===== config.mk =====
export PLATFORM = sky130hd
export DESIGN_NAME = genie_conv_inv
export DESIGN_NICKNAME = d
export VERILOG_FILES = /design/src/rtl/genie_conv_pkg.sv /design/src/rtl/genie_skid_buf.sv /design/src/rtl/genie_conv_inv.sv
export SDC_FILE = /design/constraint.sdc
export NUM_CORES = 1
export LEC_CHECK = 0
export BUFFER_PORTS_ARGS = -buffer_cell sky130_fd_sc_hd__buf_2
export CORE_ASPECT_RATIO = 0.8
export CORE_UTILIZATION = 30
export DETAILED_ROUTE_END_ITERATION = 6
export GPL_ROUTABILITY_DRIVEN = 0
export GPL_TIMING_DRIVEN = 0
export PLACE_DENSITY_LB_ADDON = 0.1
export SYNTH_ARGS = -nofsm -noshare
export SYNTH_HDL_FRONTEND = slang
export SYNTH_HIERARCHICAL = 1
export SYNTH_SLANG_ARGS = --single-unit

===== constraint.sdc =====
create_clock -name clk -period 2.25 [get_ports clk]
set_clock_uncertainty 0.15 [all_clocks]
set_input_delay 0 -clock clk [delete_from_list [all_inputs] [get_ports clk]]
set_output_delay 0 -clock clk [all_outputs]
set_load 0.005 [all_outputs]

===== src/rtl/genie_conv_pkg.sv =====
`default_nettype none
// ============================================================================
// genie_conv_pkg
//   Shared table types and the parallel match/mux used by the field converters.
//   Rev 1.0
// ============================================================================
package genie_conv_pkg;

  localparam int c_max_n = 32;
  localparam int c_max_w = 32;

  typedef struct packed {
    logic [c_max_w-1:0] in_val;
    logic [c_max_w-1:0] out_val;
  } conv_pair_t;

  typedef struct packed {
    logic [c_max_n-1:0] match;
    logic [c_max_w-1:0] value;
  } conv_result_t;

  // All entries are compared in parallel and OR-combined; no priority,
  // so duplicate keys give an undefined mix of values.
  function automatic conv_result_t conv_match(input conv_pair_t [c_max_n-1:0] tbl,
                                              input logic [c_max_w-1:0] key,
                                              input int n);
    conv_result_t res;
    res = '0;
    for (int i = 0; i < c_max_n; i++) begin
      if ((i < n) && (key == tbl[i].out_val)) begin
        res.match[i] = 1'b1;
        res.value    = res.value | tbl[i].in_val;
      end
    end
    return res;
  endfunction

endpackage
`default_nettype wire


===== src/rtl/genie_skid_buf.sv =====
`default_nettype none
// ============================================================================
// genie_skid_buf
//   Two-register skid buffer: 1-cycle latency, full throughput, registered ready.
//   Rev 1.0
// ============================================================================
module genie_skid_buf #(
  parameter int WIDTH = 8
) (
  input  logic             clk,
  input  logic             reset,
  input  logic             i_valid,
  output logic             o_ready,
  input  logic [WIDTH-1:0] i_data,
  output logic             o_valid,
  input  logic             i_ready,
  output logic [WIDTH-1:0] o_data
);

  logic             r_or_v;
  logic             r_sk_v;
  logic             r_ready;
  logic [WIDTH-1:0] r_or_d;
  logic [WIDTH-1:0] r_sk_d;

  logic w_acc;
  logic w_drain;
  logic w_or_v_nxt;
  logic w_sk_v_nxt;
  logic w_ld_or_in;
  logic w_ld_or_sk;
  logic w_ld_sk;

  assign w_acc   = i_valid && r_ready;
  assign w_drain = r_or_v && i_ready;

  // An accept can never coincide with an SK->OR move: ready is low whenever SK holds a beat.
  always_comb begin
    w_or_v_nxt = r_or_v;
    w_sk_v_nxt = r_sk_v;
    w_ld_or_in = 1'b0;
    w_ld_or_sk = 1'b0;
    w_ld_sk    = 1'b0;
    if (w_drain) begin
      w_or_v_nxt = 1'b0;
      if (r_sk_v) begin
        w_ld_or_sk = 1'b1;
        w_or_v_nxt = 1'b1;
        w_sk_v_nxt = 1'b0;
      end
    end
    if (w_acc) begin
      if (!r_or_v || w_drain) begin
        w_ld_or_in = 1'b1;
        w_or_v_nxt = 1'b1;
      end else begin
        w_ld_sk    = 1'b1;
        w_sk_v_nxt = 1'b1;
      end
    end
  end

  always_ff @(posedge clk) begin
    if (reset) begin
      r_or_v  <= 1'b0;
      r_sk_v  <= 1'b0;
      r_ready <= 1'b0;
      r_or_d  <= '0;
      r_sk_d  <= '0;
    end else begin
      r_or_v  <= w_or_v_nxt;
      r_sk_v  <= w_sk_v_nxt;
      r_ready <= !w_sk_v_nxt;
      if (w_ld_or_in) begin
        r_or_d <= i_data;
      end else if (w_ld_or_sk) begin
        r_or_d <= r_sk_d;
      end
      if (w_ld_sk) begin
        r_sk_d <= i_data;
      end
    end
  end

  assign o_ready = r_ready;
  assign o_valid = r_or_v;
  assign o_data  = r_or_d;

endmodule
`default_nettype wire


===== src/rtl/genie_conv_inv.sv =====
`default_nettype none
// ============================================================================
// genie_conv_inv
//   Inverse field converter: restores the original field from a converted one.
//   Rev 1.0
// ============================================================================
module genie_conv_inv
  import genie_conv_pkg::*;
#(
  parameter int WIDTH_DATA   = 8,
  parameter int WIDTH_IN     = 8,
  parameter int WIDTH_OUT    = 8,
  parameter int N_ENTRIES    = 1,
  parameter logic [N_ENTRIES-1:0][WIDTH_IN-1:0]  IN_VALS  = '0,
  parameter logic [N_ENTRIES-1:0][WIDTH_OUT-1:0] OUT_VALS = '0,
  parameter bit DROP_MISS    = 1'b1,
  parameter int WIDTH_ERRCNT = 8
) (
  input  logic                    clk,
  input  logic                    reset,
  input  logic                    i_valid,
  output logic                    o_ready,
  input  logic [WIDTH_DATA-1:0]   i_data,
  input  logic [WIDTH_OUT-1:0]    i_out,
  output logic                    o_valid,
  input  logic                    i_ready,
  output logic [WIDTH_DATA-1:0]   o_data,
  output logic [WIDTH_IN-1:0]     o_in,
  output logic                    o_miss,
  output logic                    o_err,
  output logic [WIDTH_ERRCNT-1:0] o_errcnt
);

  localparam int c_skid_w = 1 + WIDTH_IN + WIDTH_DATA;

  conv_pair_t [c_max_n-1:0] w_tbl;
  logic [c_max_w-1:0]       w_key;
  conv_result_t             w_res;
  logic [WIDTH_IN-1:0]      w_in;
  logic                     w_miss;
  logic                     w_accept;
  logic                     w_skid_valid;
  logic                     w_skid_ready;
  logic [c_skid_w-1:0]      w_skid_din;
  logic [c_skid_w-1:0]      w_skid_dout;
  logic                     w_unused_res;

  logic                     r_err;
  logic [WIDTH_ERRCNT-1:0]  r_errcnt;

  always_comb begin
    w_tbl = '0;
    for (int i = 0; i < N_ENTRIES; i++) begin
      w_tbl[i].in_val[WIDTH_IN-1:0]   = IN_VALS[i];
      w_tbl[i].out_val[WIDTH_OUT-1:0] = OUT_VALS[i];
    end
  end

  always_comb begin
    w_key                = '0;
    w_key[WIDTH_OUT-1:0] = i_out;
  end

  assign w_res        = conv_match(w_tbl, w_key, N_ENTRIES);
  assign w_in         = w_res.value[WIDTH_IN-1:0];
  assign w_miss       = ~|w_res.match;
  assign w_unused_res = ^w_res;

  // Dropped misses still handshake upstream; they just never reach the buffer.
  assign w_accept     = i_valid && w_skid_ready;
  assign w_skid_valid = i_valid && !(DROP_MISS && w_miss);
  assign w_skid_din   = {w_miss, w_in, i_data};
  assign o_ready      = w_skid_ready;

  genie_skid_buf #(
    .WIDTH (c_skid_w)
  ) u_skid (
    .clk     (clk),
    .reset   (reset),
    .i_valid (w_skid_valid),
    .o_ready (w_skid_ready),
    .i_data  (w_skid_din),
    .o_valid (o_valid),
    .i_ready (i_ready),
    .o_data  (w_skid_dout)
  );

  assign {o_miss, o_in, o_data} = w_skid_dout;

  always_ff @(posedge clk) begin
    if (reset) begin
      r_err    <= 1'b0;
      r_errcnt <= '0;
    end else if (w_accept && w_miss) begin
      r_err <= 1'b1;
      if (r_errcnt != '1) begin
        r_errcnt <= r_errcnt + WIDTH_ERRCNT'(1);
      end
    end
  end

  assign o_err    = r_err;
  assign o_errcnt = r_errcnt;

  a_stall_stable: assert property (@(posedge clk) disable iff (reset)
    (o_valid && !i_ready) |=> (o_valid && $stable(o_data) && $stable(o_in)));

  a_onehot_match: assert property (@(posedge clk) disable iff (reset)
    w_accept |-> $onehot0(w_res.match));

endmodule
`default_nettype wire


==> results of run 1 <==
-- placed cells by master, fill, tap and decap left out, drive strengths merged --
cell type,n
clkbuf,13
and3,1
o31ai,3
mux2i,18
a21oi,39
ha,1
and4b,1
nand2,38
dlygate4sd3,12
a21bo,1
buf,58
nand2b,3
nor4,5
mux2,1
o21ai,2
a22o,1
nand4b,1
or3,1
nor2,8
nand4,1
inv,2
dfxtp,46
and2,2
a31oi,1
conb,16
nor2b,3
or4,3
a21boi,1
nor3,4
bufinv,1
a211oi,18
nand3,7
-- area by class of cell --
type	count	area, um^2
repair buffers	59	355.3
multi-input cells	180	1107
clock buffers	6	82.58
inverters	2	7.507
fillers	685	3821
clock inverters	1	30.03
well taps	84	105.1
plain buffers	18	108.9
flip-flops and latches	46	920.9
-- registers in the layout (all words and copies together) (netlist names) --
register        cells
u_skid/o_data      17
u_skid/r_sk_d      17
o_errcnt            8
o_err               1
u_skid/o_ready      1
u_skid/o_valid      1
u_skid/r_sk_v       1
-- stage by stage --
stage | total power [W] | worst slack, ns | instances | cell area [um^2]
after floorplan | 0.0008766 | 0.5603 | 246 | 2145
after global placement | 0.0009131 | 0.07713 | 377 | 2485
after detailed placement | 0.0009145 | 0.04871 | 377 | 2485
after CTS | 0.001561 | 0.3291 | 396 | 2718
after global routing | 0.001608 | 0.1773 | 396 | 2718
final | 0.001543 | 0.3312 | 396 | 2718
-- critical path: stages --
cell and delay [ns]:
buf_2 0.10, nor4_2 0.43, dlygate4sd3_1 0.63, nand2_1 0.07, dlygate4sd3_1 0.58, nand2_1 0.06
a21oi_1 0.05
-- layer usage --
layer	vias up	GRT usage [%]	share of wire [%]
met5	-	0	0
met4	0	3.636	0.48
met3	2	3.493	5.4
met2	49	21.71	41
met1	828	21.87	53
li1	968	-	-
-- power by group through the flow --
stage	clock network (W)	registers [W]	logic [W]
after global routing	0.000687	0.000824	0.0000970
after floorplan	0	0.000841	0.0000357
after global placement	0	0.000841	0.0000717
after detailed placement	0	0.000841	0.0000730
final	0.000635	0.000822	0.0000864
after CTS	0.000652	0.000822	0.0000871
-- worst max-delay path by stage --
stage                              to  slack, ns  cells after the start            from
floorplan                 o_errcnt[5]       0.56                      5  u_skid/o_ready
global placement     u_skid/r_sk_d[5]       0.08                      8        i_out[5]
finish              u_skid/r_sk_d[16]       0.33                      7        i_out[5]
detailed placement   u_skid/r_sk_d[6]       0.05                      8        i_out[5]
CTS                 u_skid/r_sk_d[16]       0.33                      7        i_out[5]
global route        u_skid/r_sk_d[16]       0.18                      7        i_out[5]
-- cell families after synthesis --
group | Yosys count
buffers and inverters | 20
AND/OR/NAND/NOR | 78
AO/OA/AOI/OAI | 66
adder cells (fa/ha/maj) | 1
flip-flops | 46
multiplexers | 19
other | 1
-- repair_timing --
item / in CTS / in global routing
endpoints found under the hold margin: 21 / 0
hold buffers: 12 / 0
endpoints found under the setup margin: 0 / 0
buffers inserted: 0 / 0
==> metrics.cfg, run 1 <==
[global_routing]
grt_antenna_before_repair=0
grt_pass1_wl_um=8452
grt-ovfl-total=0
grt_start_max_net_pins=14
grt_pass1_vias=1701
track_usage_pct=14.92

[outcome]
status=finished clean

[logic_synthesis]
synth_edf_count=0
ys_top_cells_by_count=46 x dfxtp_1, 39 x a21oi_1, 37 x nand2_1
synth.distinct_cells=37
synth_compound_area_share_pct=21.75
netlist_instances=231
synth_area_per_cell_um2=9.040
synth.cell_area_um2=2088
synth_xor_area_share_pct=0
ys_warn_count=6
synth.most_common_cell=dfxtp_1
yosysTopAreaCell=dfxtp_1
synth_top_area_share_pct=44.10
muxShareOfSynthArea_pct=9.167
synthFlopType=dfxtp_1
async_flop_share_pct=0
ys_seq_area_share_pct=44.10
synthTopCellsByArea=dfxtp_1 44%, a21oi_1 9.3%, mux2i_1 8.6%, nand2_1 6.7%, a211oi_2 6.0%
synth_top_family_by_area=compound AO/OA/AOI/OAI gates
yosys.area_share.simple_pct=18.63
ys_ff_latch=46
synth-adder-area-share_pct=0.5992

[detailed_routing]
postRouteAntennaNets=0
drc=0
vias=1847
wl_per_cell_um=13.17
viasPerCell=4.664
wirelength_um=5214
dr.first_iter.drc_count=46
dr.pass1.iters=4

[clocking]
numCtsBuffers=5
clkLatencyLatePin_ns=0.29
clock_path_buffers=2
cts_tree=built
cts_resized=0
cts_root_buf=clkbuf_8
clock_sinks=46
htree_num_levels=2
clkTransAtPathRegs_ns=0.09

[power]
pwr-share-comb_pct=5.6
max-vdd-ir-drop_mv=0.2362
p_int_w=0.001214
seqPwrFrac_pct=53.3
leakage_nw=1.150
netSwitchingFraction_pct=21.32
power.density_nw_per_um2=567.8
switchingPower_w=0.0003289
p_clk_share_pct=41.1

[setup_path]
crit_type=input port to flop
endpoint_kind=flop
required_ns=2.27
cp-start-kind=input port
rr_startpoint=u_skid/o_ready
ff2ff_path_depth=5
regToRegSetupSlack_ns=0.37
critPathArrivalTime_ns=1.94
r2r_end=o_errcnt[5]
cp_max_fo=4

[floorplanning]
core-area_um2=6539
placementRows=26
die_y_um=76.63
die_w_um=95.28
die_area_um2=7301
start_util_pct=31.94
pin_count=48

[timing]
rsz0062_at_grt=false
fin_crit_ns=1.919
worstMarginPinSlew_ns=0.7421
max_freq_mhz=521.2
max_slew_margin_pct=50.53
setup-violations-final=0
post-route-period-util_pct=85.28
setup_tns_ns=0
finalHoldViolations=0
drv_slew=0
fin_hold_ws_ns=0.1329

[layout]
final_util_pct=41.56
drive_gt1_share_pct=25.96
final_nets=333
diodes=0
areaGrowthSynthToFinish_pct=30.14

[job]
cap_violations=0

[worst_hold_path]
holdPathEnd=u_skid/o_data[16]
min_path_type=input port to flop
worstHoldStart=i_out[2]
hold_depth=5

[place]
hpwl_um=3650
port_buffers=47

Power figures use the tool's default switching activity.
==> inputs of run 2 (changes only) <==
--- a/config.mk
+++ b/config.mk
@@ -12,6 +12,8 @@
 export GPL_ROUTABILITY_DRIVEN = 0
 export GPL_TIMING_DRIVEN = 0
 export PLACE_DENSITY_LB_ADDON = 0.1
+export RECOVER_POWER = 25
+export SETUP_SLACK_MARGIN = 0.3
 export SYNTH_ARGS = -nofsm -noshare
 export SYNTH_HDL_FRONTEND = slang
 export SYNTH_HIERARCHICAL = 1
==> run 2 against run 1 <==
Die area unchanged. Combinational power grew 2%. Hold slack improved by 0.0078 ns. Global-route usage unchanged. Utilization up 0.21 points. Non-clock buffer count unchanged. Worst setup slack better by 0.085 ns. Largest power group unchanged. Via count decreased by 0.43%. Largest cell class unchanged. Clock-buffer cell count did not move. Register-to-register slack better by 0.06 ns. Fmax is 4.6% higher.
==> metrics.cfg, run 2 (synthesis results as in run 1) <==
[worst_hold_path]
worstHoldStart=i_out[2]
min_path_type=input port to flop
holdPathEnd=u_skid/o_data[16]
hold_depth=5  ; unchanged

[setup_path]
cp_max_fo=4  ; unchanged
rr_startpoint=u_skid/o_ready
required_ns=2.27  ; about the same
regToRegSetupSlack_ns=0.43  ; +0.06 ns
crit_type=input port to flop
crit_path_start=i_out[5]
ff2ff_path_depth=5  ; unchanged
endpoint_kind=flop
cp-start-kind=input port
critPathArrivalTime_ns=1.85  ; -0.09 ns
r2r_end=o_errcnt[5]

[layout]
fin_area_um2=2731  ; +0.51%
final_nets=333  ; unchanged
mostFrequentLayoutCells=46 x buf_2, 46 x dfxtp_1, 39 x a21oi_1
areaGrowthSynthToFinish_pct=30.80
diodes=0  ; unchanged
drive_gt1_share_pct=24.68  ; -1.3 points

[job]
cap_violations=0  ; unchanged

[clocking]
htree_num_levels=2  ; unchanged
cts_root_buf=clkbuf_8
cts_setup_buffers=0  ; unchanged
clkTransAtPathRegs_ns=0.09  ; about the same
cts_tree=built
numCtsBuffers=5  ; unchanged
clkLatencyLatePin_ns=0.29  ; about the same
clock_path_buffers=2  ; unchanged
clock_sinks=46  ; unchanged

[timing]
setup-violations-final=0  ; unchanged
max_slew_margin_pct=50.77  ; +0.24 points
setup_tns_ns=0  ; unchanged
fin_hold_ws_ns=0.1408  ; +0.007827 ns
drv_slew=0  ; unchanged
worstMarginPinSlew_ns=0.7384  ; -0.003635 ns
finalHoldViolations=0  ; unchanged
max_freq_mhz=545.3  ; +4.6%
fin_crit_ns=1.834  ; -0.08494 ns
rsz0062_at_grt=true
post-route-period-util_pct=81.50  ; -3.8 points

[floorplanning]
die_area_um2=7301  ; unchanged
start_util_pct=31.94  ; unchanged
die_w_um=95.28  ; unchanged
pin_count=48  ; unchanged
placementRows=26  ; unchanged
die_y_um=76.63  ; unchanged
core-area_um2=6539  ; unchanged

[detailed_routing]
postRouteAntennaNets=0  ; unchanged
vias=1839  ; -0.43%
viasPerCell=4.644  ; -0.43%
wirelength_um=5242  ; +0.54%
drc=0  ; unchanged
dr.first_iter.drc_count=38  ; -17%
dr.pass1.iters=4  ; unchanged
wl_per_cell_um=13.24  ; +0.54%

[place]
place_area_um2=2485  ; unchanged
port_buffers=47  ; unchanged
hpwl_um=3650  ; unchanged

[power]
max-vdd-ir-drop_mv=0.2366  ; +0.18%
leakage_nw=1.127  ; -2.0%
power.density_nw_per_um2=565.8  ; -0.35%

[global_routing]
grt_pass1_vias=1701  ; unchanged
grt_start_max_net_pins=14  ; unchanged
grt_pass1_wl_um=8452  ; unchanged
track_usage_pct=14.92  ; unchanged
grt-ovfl-total=0  ; unchanged
grt_antenna_before_repair=0  ; unchanged

[outcome]
status=finished clean

## run 2: cell types whose count changed in the layout (fill, tap and decap cells not counted), sizes merged
cell / before / now
buf: 58 / 51
clkbuf: 13 / 20
## run 2: worst max-delay path: stages
cell and delay [ns]:
buf_2 0.11, nor4_4 0.35, dlygate4sd3_1 0.62, nand2_1 0.07, dlygate4sd3_1 0.58, nand2_1 0.06, a21oi_1 0.05
## run 2: final cells by class
class	instances	area [um^2]
multi-input combinational	180	1127
fill	689	3807
sequential	46	920.9
timing repair buffer	59	346.6
clock inverter	1	30.03
inverter	2	7.507
clock buffer	6	82.58
tap	84	105.1
buffer	18	111.4
## run 2: worst max path at each step
stage / slack, ns / to
global placement: 0.08 / u_skid/r_sk_d[5]
global route: 0.29 / u_skid/r_sk_d[16]
detailed placement: 0.05 / u_skid/r_sk_d[6]
finish: 0.42 / u_skid/r_sk_d[16]
floorplan: 0.56 / o_errcnt[5]
CTS: 0.33 / u_skid/r_sk_d[16]
## run 2: report_power, final
part | total (W) | switching (W) | internal, W
logic | 0.0000883 | 0.0000473 | 0.0000411
clock network | 0.000635 | 0.000279 | 0.000356
registers | 0.000822 | 0.00000439 | 0.000818
## run 2: routing by layer
layer	track usage [%]	share of wire (%)	vias up
li1	-	-	970
met1	21.87	54	821
met2	21.71	41	46
met3	3.493	4.8	2
met4	3.636	0.48	0
met5	0	0	-
## run 2: repair_timing
action,in CTS,in global routing
setup endpoints to repair,0,18
hold endpoints to repair,21,0
resized for setup,0,7
hold buffers,12,0
## run 2: per-stage QoR
step	util, %	worst slack (ns)	power, W	instances
5_1_grt	41.77	0.2891	0.001610	396
3_3_place_gp	38.00	0.07713	0.0009131	377
6_report	41.77	0.4162	0.001545	396
4_1_cts	41.56	0.3291	0.001561	396
3_5_place_dp	38.00	0.04871	0.0009145	377
2_1_floorplan	-	0.5603	0.0008766	246
==> inputs of run 3 (changes only) <==
--- a/config.mk
+++ b/config.mk
@@ -5,6 +5,7 @@
 export SDC_FILE = /design/constraint.sdc
 export NUM_CORES = 1
 export LEC_CHECK = 0
+export ABC_AREA = 1
 export BUFFER_PORTS_ARGS = -buffer_cell sky130_fd_sc_hd__buf_2
 export CORE_ASPECT_RATIO = 0.8
 export CORE_UTILIZATION = 30
==> constraint.sdc (replaced) <==
create_clock -name clk -period 1.7 [get_ports clk]
set_clock_uncertainty 0.15 [all_clocks]
set_input_delay 0 -clock clk [delete_from_list [all_inputs] [get_ports clk]]
set_output_delay 0 -clock clk [all_outputs]
set_load 0.005 [all_outputs]
==> run 3 against run 2 <==
The flow now finishes with violations (hold timing). Total power grew 24%. Critical endpoint is now u_skid/o_data[11]. Highest routed layer unchanged. Die area grew 3.9%. Area after synthesis grew 4.0%. Largest cell class unchanged.
==> metrics.cfg, run 3 <==
[outcome]
violations=hold timing
status=finished with violations

[logic_synthesis]
yosys.area_share.simple_pct=27.61  ; +9.0 points
yosysTopAreaCell=dfxtp_1
netlist_instances=320  ; +39%
synth_compound_area_share_pct=16.08  ; -5.7 points
synthTopCellsByArea=dfxtp_1 42%, nand2_1 11%, inv_1 8.8%, a21oi_1 7.4%, o21ai_0 6.7%
synth_edf_count=0  ; unchanged
ys_ff_latch=46  ; unchanged
async_flop_share_pct=0  ; unchanged
synth_area_per_cell_um2=6.784  ; -25%
synth.distinct_cells=27  ; -27%
synth-adder-area-share_pct=0.5764  ; -0.023 points
ys_top_cells_by_count=65 x nand2_1, 51 x inv_1, 46 x dfxtp_1
synth_top_family_by_area=simple AND/OR/NAND/NOR gates
synth.most_common_cell=nand2_1
synthFlopType=dfxtp_1
ys_warn_count=6  ; unchanged
synth.cell_area_um2=2171  ; +4.0%
ys_seq_area_share_pct=42.42  ; -1.7 points
muxShareOfSynthArea_pct=0  ; -9.2 points
synth_xor_area_share_pct=1.210  ; +1.2 points
synth_top_area_share_pct=42.42  ; -1.7 points

[power]
seqPwrFrac_pct=58.2  ; +5.0 points
p_clk_share_pct=33.4  ; -7.7 points
switchingPower_w=0.0004599  ; +39%
power.density_nw_per_um2=667.2  ; +18%
netSwitchingFraction_pct=24.09  ; +2.7 points
p_int_w=0.001449  ; +19%
pwr-share-comb_pct=8.5  ; +2.8 points
leakage_nw=1.302  ; +16%
max-vdd-ir-drop_mv=0.3261  ; +38%

[detailed_routing]
viasPerCell=4.379  ; -5.7%
dr.first_iter.drc_count=74  ; +95%
vias=2124  ; +15%
wl_per_cell_um=11.78  ; -11%
drc=0  ; unchanged
postRouteAntennaNets=0  ; unchanged
dr.pass1.iters=4  ; unchanged
wirelength_um=5711  ; +8.9%

[layout]
multi_input_area_um2=1090  ; -3.3%
final_common_cell=nand2_1
drive_gt1_share_pct=22.11  ; -2.6 points
regArea_um2=930.9  ; +1.1%
fillerInstances=724  ; +5.1%
areaGrowthSynthToFinish_pct=31.82
final_util_pct=41.32  ; -0.45 points
diodes=0  ; unchanged
final_nets=419  ; +26%
mostFrequentLayoutCells=63 x nand2_1, 50 x inv_1, 44 x buf_2

[clocking]
clkTransAtPathRegs_ns=0.09  ; about the same
clock_sinks=46  ; unchanged
numCtsBuffers=5  ; unchanged
cts_tree=built
htree_num_levels=2  ; unchanged
clock_path_buffers=2  ; unchanged
clkLatencyLatePin_ns=0.29  ; about the same
cts_root_buf=clkbuf_8

[floorplanning]
die_w_um=97.11  ; +1.9%
placementRows=27  ; +3.8%
pin_count=48  ; unchanged
start_util_pct=31.35  ; -0.59 points
core-area_um2=6925  ; +5.9%
die_y_um=78.09  ; +1.9%
die_area_um2=7582  ; +3.9%

[setup_path]
cp-start-kind=flop
required_ns=1.76  ; -0.51 ns
crit_type=flop to flop
cp_max_fo=10  ; +6
critPathArrivalTime_ns=1.44  ; -0.41 ns
endpoint_kind=flop

[timing]
rsz0062_at_grt=true
fin_hold_ws_ns=-0.008010  ; -0.1488 ns
max_freq_mhz=729.0
finalHoldViolations=1  ; +1
setup-violations-final=0  ; unchanged
fin_crit_ns=1.372
setup_tns_ns=0  ; unchanged
fin_ws_ns=0.3282  ; -0.08798 ns
drv_slew=0  ; unchanged
post-route-period-util_pct=80.69

[place]
post-place-ws_ns=-0.09884  ; -0.1476 ns
hpwl_um=3809  ; +4.4%
port_buffers=47  ; unchanged

[global_routing]
grt_start_max_net_pins=13  ; -1
track_usage_pct=15.27  ; +0.34 points
grt_antenna_before_repair=0  ; unchanged
grt-ovfl-total=0  ; unchanged
grt_pass1_wl_um=9294  ; +10%
grt_pass1_vias=1937  ; +14%

[worst_hold_path]
min_path_type=input port to flop

[job]
cap_violations=0  ; unchanged

run 3: changes by cell type after synthesis, sizes merged, moves of 15 or more:
cell / change
nand2: +32
mux2i: -18
a211oi: -18
inv: +50
nor2: +31
o21ai: +33
nand3: +15
run 3: power by group through the flow:
stage | sequential (W) | combinational [W] | clock, W
4_1_cts | 0.00111 | 0.000155 | 0.000674
3_3_place_gp | 0.00113 | 0.000133 | 0
6_report | 0.00111 | 0.000161 | 0.000637
5_1_grt | 0.00111 | 0.000189 | 0.000720
3_5_place_dp | 0.00113 | 0.000133 | 0
2_1_floorplan | 0.00113 | 0.0000772 | 0
run 3: area by class of cell:
cell class                 count  area share (%)
sequential                    46           32.53
buffer                        14           3.542
timing repair buffer          61           12.55
multi-input combinational    218           38.09
clock buffer                   7           2.667
tap                           87           3.804
inverter                      52           6.821
run 3: kinds of logic after synthesis:
group / count (synthesis)
other: 1
and+or+nand+nor: 134
AOI/OAI and AO/OA: 69
buffers and inverters: 66
DFF: 46
adders and majority gates: 1
xor gates and xnor gates: 3
run 3: final timing paths:
check	startpoint	end	slack [ns]	cells past startpoint
max	u_skid/o_ready	u_skid/o_data[11]	0.33	7
min	i_valid	o_err	-0.008	5
max reg2reg	u_skid/o_ready	u_skid/o_data[11]	0.33	7
min reg2reg	u_skid/r_sk_d[14]	u_skid/r_sk_d[14]	0.30	2
run 3: timing repair:
item                                   CTS  global route
pin swaps                                1             6
endpoints found under the hold margin   28             0
gates resized for setup                 15            22
cloned                                   1             0
setup buffers                            1             3
setup endpoints to repair               26            36
hold buffers                            10             0
run 3: stage by stage:
stage | power [W] | hold slack [ns] | cells | instance area (um^2)
2_1_floorplan | 0.001209 | -0.07842 | 329 | 2205
3_3_place_gp | 0.001266 | 0.06634 | 463 | 2549
3_5_place_dp | 0.001267 | 0.06478 | 463 | 2549
4_1_cts | 0.001939 | 0.01593 | 482 | 2784
5_1_grt | 0.002022 | 0.06643 | 485 | 2861
6_report | 0.001909 | -0.008010 | 485 | 2861
run 3: metal layers:
layer | wire, um | global-route usage (%) | vias to the layer above
li1 | - | - | 1141
met1 | 3067 | 21.22 | 945
met2 | 2383 | 23.73 | 36
met3 | 230 | 3.562 | 2
met4 | 30 | 4.030 | 0
met5 | 0 | 0 | -
run 3: critical path, stage by stage, from the launching register on:
cell and delay (ns):
dfxtp_1 0.37, nand2_2 0.14, inv_2 0.11, nand2_4 0.09
buf_6 0.15, o21ai_0 0.07, nand2_1 0.08, a21oi_1 0.14
